### src/rtl/fetch_seq.sv
// Instruction-fetch sequencer: PC, req/ack word fetch, IR load strobe, redirect.
// Optional REQ timeout with sticky error when FETCH_TIMEOUT_EN is defined.
module fetch_seq #(
  parameter logic [31:0] RESET_PC = 32'h0000_0000,
  parameter logic [7:0]  TIMEOUT  = 8'd64
) (
  input  logic        clk,
  input  logic        rst,
  input  logic        stall,
  input  logic        redirect,
  input  logic [31:0] redirect_pc,
  output logic        mem_req,
  output logic [31:0] mem_addr,
  input  logic        mem_ack,
  input  logic [31:0] mem_rdata,
  output logic [31:0] ir_d,
  output logic        ir_ce,
  output logic [31:0] pc,
  output logic        busy,
  output logic        fetch_err
);

`ifdef FETCH_TIMEOUT_EN
  typedef enum logic [1:0] {IDLE, REQ, DONE, ERR} state_t;
`else
  typedef enum logic [1:0] {IDLE, REQ, DONE} state_t;
`endif

  state_t      state, state_n;
  logic [31:0] pc_n, addr_n, ird_n;
  logic        req_n, ce_n;

`ifdef FETCH_TIMEOUT_EN
  logic [7:0] cnt, cnt_n;
  logic       err_n;
`endif

  assign busy = (state != IDLE);

  always_comb begin
    state_n = state;
    pc_n    = pc;
    addr_n  = mem_addr;
    req_n   = mem_req;
    ird_n   = ir_d;
    ce_n    = 1'b0;
`ifdef FETCH_TIMEOUT_EN
    cnt_n   = cnt;
    err_n   = fetch_err;
`endif
    // Redirect overrides everything, including an ack arriving in the same cycle.
    if (redirect) begin
      state_n = IDLE;
      pc_n    = {redirect_pc[31:2], 2'b00};
      req_n   = 1'b0;
`ifdef FETCH_TIMEOUT_EN
      err_n   = 1'b0;
`endif
    end else begin
      case (state)
        IDLE: begin
          if (!stall) begin
            state_n = REQ;
            req_n   = 1'b1;
            addr_n  = pc;
`ifdef FETCH_TIMEOUT_EN
            cnt_n   = '0;
`endif
          end
        end
        REQ: begin
          if (mem_ack) begin
            state_n = DONE;
            ird_n   = mem_rdata;
            ce_n    = 1'b1;
            pc_n    = pc + 32'd4;
            req_n   = 1'b0;
          end
`ifdef FETCH_TIMEOUT_EN
          else if (cnt + 8'd1 == TIMEOUT) begin
            state_n = ERR;
            req_n   = 1'b0;
            err_n   = 1'b1;
          end else begin
            cnt_n = cnt + 8'd1;
          end
`endif
        end
        DONE: state_n = IDLE;
        default: state_n = state;
      endcase
    end
  end

  always_ff @(posedge clk or posedge rst) begin
    if (rst) begin
      state    <= IDLE;
      pc       <= RESET_PC;
      mem_addr <= RESET_PC;
      mem_req  <= 1'b0;
      ir_d     <= '0;
      ir_ce    <= 1'b0;
    end else begin
      state    <= state_n;
      pc       <= pc_n;
      mem_addr <= addr_n;
      mem_req  <= req_n;
      ir_d     <= ird_n;
      ir_ce    <= ce_n;
    end
  end

`ifdef FETCH_TIMEOUT_EN
  always_ff @(posedge clk or posedge rst) begin
    if (rst) begin
      cnt       <= '0;
      fetch_err <= 1'b0;
    end else begin
      cnt       <= cnt_n;
      fetch_err <= err_n;
    end
  end
`else
  assign fetch_err = 1'b0;
`endif

endmodule

### config.mk
export PLATFORM = sky130hd
export DESIGN_NAME = fetch_seq
export DESIGN_NICKNAME = d
export VERILOG_FILES = /design/src/rtl/fetch_seq.sv
export SDC_FILE = /design/constraint.sdc
export NUM_CORES = 1
export LEC_CHECK = 0
export ABC_AREA = 1
export BUFFER_PORTS_ARGS = -buffer_cell sky130_fd_sc_hd__buf_2
export CAP_MARGIN = 15
export CELL_PAD_IN_SITES_DETAIL_PLACEMENT = 1
export CELL_PAD_IN_SITES_GLOBAL_PLACEMENT = 2
export CORE_ASPECT_RATIO = 0.5
export CORE_MARGIN = 3
export CORE_UTILIZATION = 28
export CTS_BUF_LIST = sky130_fd_sc_hd__clkbuf_8
export DETAILED_ROUTE_END_ITERATION = 10
export PLACE_DENSITY_LB_ADDON = 0.12
export SKIP_LAST_GASP = 1
export SYNTH_ARGS = -nofsm -noshare
export SYNTH_HDL_FRONTEND = slang
export SYNTH_SLANG_ARGS = --single-unit
### constraint.sdc
create_clock -name clk -period 3.25 [get_ports clk]
set_input_delay 0.1625 -clock clk [delete_from_list [all_inputs] [get_ports clk]]
set_output_delay 0.1625 -clock clk [all_outputs]
set_load 0.005 [all_outputs]
# [Word level (Yosys, flattened, before mapping)]
# Cells that the tools add are included.
[op_classes] add_sub_neg=1 eq_ne=4 muxes=14 bitwise_logic=2 reduce_logical=11
[op_table] cell="2-to-1 mux 32 bit" n=3
[op_table] cell="adder 32 x 3 -> 32 bit (second input constant)" n=1
[op_table] cell="AND reduction 3 bit" n=4
[op_table] cell="2-to-1 mux 1 bit" n=6
[op_table] cell="2-to-1 mux 2 bit" n=3
[op_table] cell="!= test 3 bit (second input constant)" n=2
[op_table] cell="case mux 2 bit (3 select lines)" n=1
[op_table] cell="nonzero test 2 bit" n=3
[op_table] cell="nonzero test 4 bit" n=1
[op_table] cell="nonzero test 3 bit" n=1
[op_table] cell="== test 2 x 1 -> 1 bit (second input constant)" n=1
[op_table] cell="== test 2 bit (second input constant)" n=1
[op_table] cell="zero test 2 bit" n=1
[op_table] cell="NOT 1 bit" n=2
[op_table] cell="case mux 1 bit (2 select lines)" n=1
[op_table] cell="AND reduction 2 bit" n=1
[word_totals] register_bits=100 in_bits=69 output_inout_bits=100 wordCells=38

# [Logic depth before layout (Yosys ltp)]
[depth] depth_word=4 mapped_depth=10 mapped_depth_nobuf=10

# [Least setup slack after synthesis]
# OpenSTA, ideal clock, no wires.
[synth_timing] path_type="flip-flop to flip-flop" from="register state[1]" to="register ir_d[0]" setup_ns=0.117 t_arrival_ns=1.407 required_ns=3.133 slack_ns=1.726 path_stages_with_launch=9 n_path_buf=1 synth_period_minus_slack_ns=1.524 cell_sequence="dfrtp_1 > inv_1 > ha_1 > nand2_2 > nor2_2 > inv_2 > clkbuf_1 > nand2_1 > nand2_1"
[synth_via] elab_chain_len=2
[synth_rtl] element="start, declared" line="29" source="state_t state, state_n;"
[synth_rtl] element="start signal, assigned" line="104" source="state <= state_n;"
[synth_rtl] element="== test 2 x 1 -> 1 bit" line="60" source="case (state)"
[synth_rtl] element="AND reduction 3 bit (no line)"
[synth_rtl] element="end signal, assigned" line="108" source="ir_d <= ird_n;"
[synth_rtl] element="end, declared" line="16" source="output logic [31:0] ir_d,"
# No other way between the ends.
# A chain may end at the register's enable or synchronous reset.

# [Worst setup path after layout]
[layout_timing] from="register state[1]" to="register pc[4]"
[layout_via] elab_chain_len=3
[layout_rtl] element="== test 2 x 1 -> 1 bit" line="60"
[layout_rtl] element="nonzero test 2 bit (no line)"
[layout_rtl] element="AND reduction 2 bit (no line)"
[layout_rtl] element="end signal, assigned" line="105" source="pc <= pc_n;"
[layout_rtl] element="end, declared" line="18" source="output logic [31:0] pc,"
# No other way between the ends.

==> impl_metrics.yaml <==
routing:
  wl_per_cell_um: 15.24
  first_pass_iters: 4
  wl_mm: 16.25
  vias_per_cell: 4.417
  ant_nets: 0
  route.detailed.drc: 0
  vias: 4709
  drtIter0Drc: 115
worst_setup_path:
  cpPeakStageDelay_ps: 400
  critPathRequiredTime_ps: 3490
  end_kind: "flip-flop"
  slowest_stage: "dfrtp_1"
  path_cells: "inv_1 > ha_1 > nand2_2 > nand2_1 > buf_4 > inv_1 > nand2_1 > o311ai_1"
  critPathMaxFanout: 25
  cp.arrival_ps: 2390
  r2r_cells: 8
  worst-r2r-setup-slack_ps: 1100
  rr_startpoint: "state[1]$_DFFE_PP0P_"
  rr_endpoint: "pc[4]$_DFFE_PP0P_"
  critical_path_class: "reg -> reg"
  worstSetupStartpointType: "flip-flop"
timing:
  worstMarginPinSlew_ps: 765.6
  fin_worst_skew_ps: 11.72
  hold_viol: 0
  setup_ws_ps: 1105
  period_minus_slack_ps: 2145
  timing.slew.headroom_pct: 48.96
  fmax_ghz: 0.4661
  finalSetupViolCount: 0
  fin_setup_tns_ps: 0
  rsz0062_at_grt: "false"
  drv_slew: 0
  fin_crit_sh_pct: 66.01
final_layout:
  diodes: 0
  mostFrequentLayoutCells: "nand2_1 (270), buf_2 (161), dfrtp_1 (96), inv_1 (59), o21ai_0 (53)"
  fin_area_mm2: 0.006401
  num-fill-cells: 2102
  final_cells: 1066
  post-route-util_pct: 38.47
  drive_above_1_share_pct: 24.79
  seqCellArea_mm2: 0.002402
  final_nets: 908
  multi_input_area_mm2: 0.002074
  syn2layout_area_growth_pct: 32.44
  layout_commonest_cell: "nand2_1"
logic_synthesis:
  synth.area.mux_share_pct: 0.4660
  synth_top_family_by_area: "simple AND/OR/NAND/NOR gates"
  netlist_area_mm2: 0.004833
  ys_seq_area_share_pct: 49.70
  syn-mean-instance-area_um2: 7.505
  synth_edf_count: 0
  yosys_warnings: 0
  ys_types: 28
  synthFlopType: "dfrtp_1"
  syn_inst: 644
  synth-compound-area-share_pct: 8.180
  yosys.area_share.adder_pct: 1.294
  synthXorXnorAreaFrac_pct: 0.1812
  synthArstFlopShare_pct: 100.0
  synth-simple-area-share_pct: 32.36
  yosys_register_bits: 96
floorplan:
  std_cell_rows: 33
  die_area_mm2: 0.01897
  start_util_pct: 29.05
  fp.dieH_um: 98.91
  core_area_mm2: 0.01664
  die_width_um: 191.8
  ios: 169
cts:
  clock_latency_ps: 380
  cts.sinks: 96
  cts_resized: 0
  cts_buffer_depth: 2
  cts-buffers-inserted: 9
  h-tree-depth: 3
  cts_tree: "yes"
  post_cts_buffers: 0
  clk_pin_slew_ps: 100
  root_buffer: "clkbuf_8"
grt:
  gr-usage-met1_pct: 23.02
  grt_usage_pct: 17.69
  antenna_found_initial: 2
  gr-usage-met2_pct: 28.58
  grt_pass1_wl_mm: 26.53
  grt_start_max_net_pins: 58
  grt_pass1_vias: 5064
  grt_overflow: 0
  grt_util_met3_pct: 6.965
  top_usage_layer: "met2"
hold_path:
  holdCritStartpoint: "redirect_pc[15]"
  hold_path_end: "pc[15]$_DFFE_PP0P_"
  whs_path_depth: 3
  min_path_type: "in -> reg"
pwr:
  ir_drop_mv: 0.2436
  cellPowerDensity_mw_per_mm2: 687.3
  p_leak_nw: 3.422
placed_design:
  portBuffers: 161
  dp_hpwl_mm: 11.80
  placement.cell_area_mm2: 0.005859
  gp_congestion: 0.7398
  dp_cells: 1014
  dpl_worst_slack_ps: 1027
status:
  status: "complete, no violations"
run:
  maxCapViolations: 0
==> kinds of logic (layout without fill, tap and decap cells) <==
group | Yosys count | after routing
AOI/OAI and AO/OA | 73 | 73
DFF | 96 | 96
xor gates and xnor gates | 1 | 1
muxes | 2 | 2
other | 1 | 5
adders and majority gates | 5 | 5
buffers and inverters | 90 | 281
and+or+nand+nor | 376 | 376
==> worst max path at each step <==
stage | from | to | slack, ps | cells past startpoint
2_1_floorplan | rst | ir_ce$_DFF_PP0_ | 580 | 1
3_3_place_gp | state[1]$_DFFE_PP0P_ | pc[4]$_DFFE_PP0P_ | 1160 | 8
3_5_place_dp | state[1]$_DFFE_PP0P_ | pc[4]$_DFFE_PP0P_ | 1030 | 8
4_1_cts | state[1]$_DFFE_PP0P_ | pc[4]$_DFFE_PP0P_ | 1030 | 8
5_1_grt | state[1]$_DFFE_PP0P_ | pc[4]$_DFFE_PP0P_ | 920 | 8
6_report | state[1]$_DFFE_PP0P_ | pc[4]$_DFFE_PP0P_ | 1100 | 8
==> report_power, final <==
group	leakage, nW	internal, W	switching, W
Combinational	2.17	0.000699	0.000924
Clock	0.0809	0.000301	0.000464
Sequential	1.17	0.00167	0.000340
==> metal layers <==
| metal | routed length [µm] | share of wire (%) |
|---|---|---|
| met1 | 7710 | 47 |
| met2 | 7238 | 45 |
| met3 | 1178 | 7.3 |
| met4 | 92 | 0.57 |
| met5 | 26 | 0.16 |
==> timing repair <==
action	in CTS	in global routing
setup endpoints to repair	0	0
endpoints found under the hold margin	91	0
hold buffers	36	0
==> layout make-up <==
cell class | count | area share [%]
well taps | 227 | 4.437
flip-flops and latches | 96 | 37.53
repair buffers | 203 | 19.12
multi-input cells | 462 | 32.41
clock inverters | 6 | 0.6841
clock buffers | 10 | 2.150
inverters | 62 | 3.675
==> state kept, by name, summed over array words and instances, names as in the netlist <==
register  flops
state         2
pc           30
mem_req       1
ir_ce         1
ir_d         32
mem_addr     30
==> critical path, delay by kind of cell (launching register included) <==
kind                     cells  cell delay (ps)
buffers and inverters        3              790
AND/OR/NAND/NOR              3              450
AO/OA/AOI/OAI                1              120
adder cells (fa/ha/maj)      1              250
flip-flops                   1              400
==> cell usage after synthesis, types with 2 or more instances <==
library cell / instances / share of area [%]
a21oi_1: 6 / 0.62
a31oi_1: 3 / 0.39
and2_1: 3 / 0.39
buf_2: 13 / 1.3
buf_4: 5 / 0.78
clkbuf_1: 9 / 0.70
dfrtp_1: 96 / 50
ha_1: 5 / 1.3
inv_1: 60 / 4.7
inv_2: 2 / 0.16
mux2_2: 2 / 0.47
nand2_1: 271 / 21
nand2_2: 6 / 0.78
nand3_1: 43 / 4.5
nor2_1: 39 / 3.0
nor2_2: 5 / 0.65
nor2_4: 7 / 1.6
o211ai_1: 5 / 0.78
o21ai_0: 53 / 5.5
o22ai_1: 2 / 0.26
o31ai_1: 2 / 0.31
==> metrics by stage <==
step                      hold WS [ps]  total power [W]
after floorplan                  279.1         0.002826
after global placement           361.7         0.003633
after detailed placement         363.5         0.003675
after CTS                        2.191         0.004510
after global routing             6.011         0.004838
final                            33.40         0.004399
(Power assumes the default switching activity.)
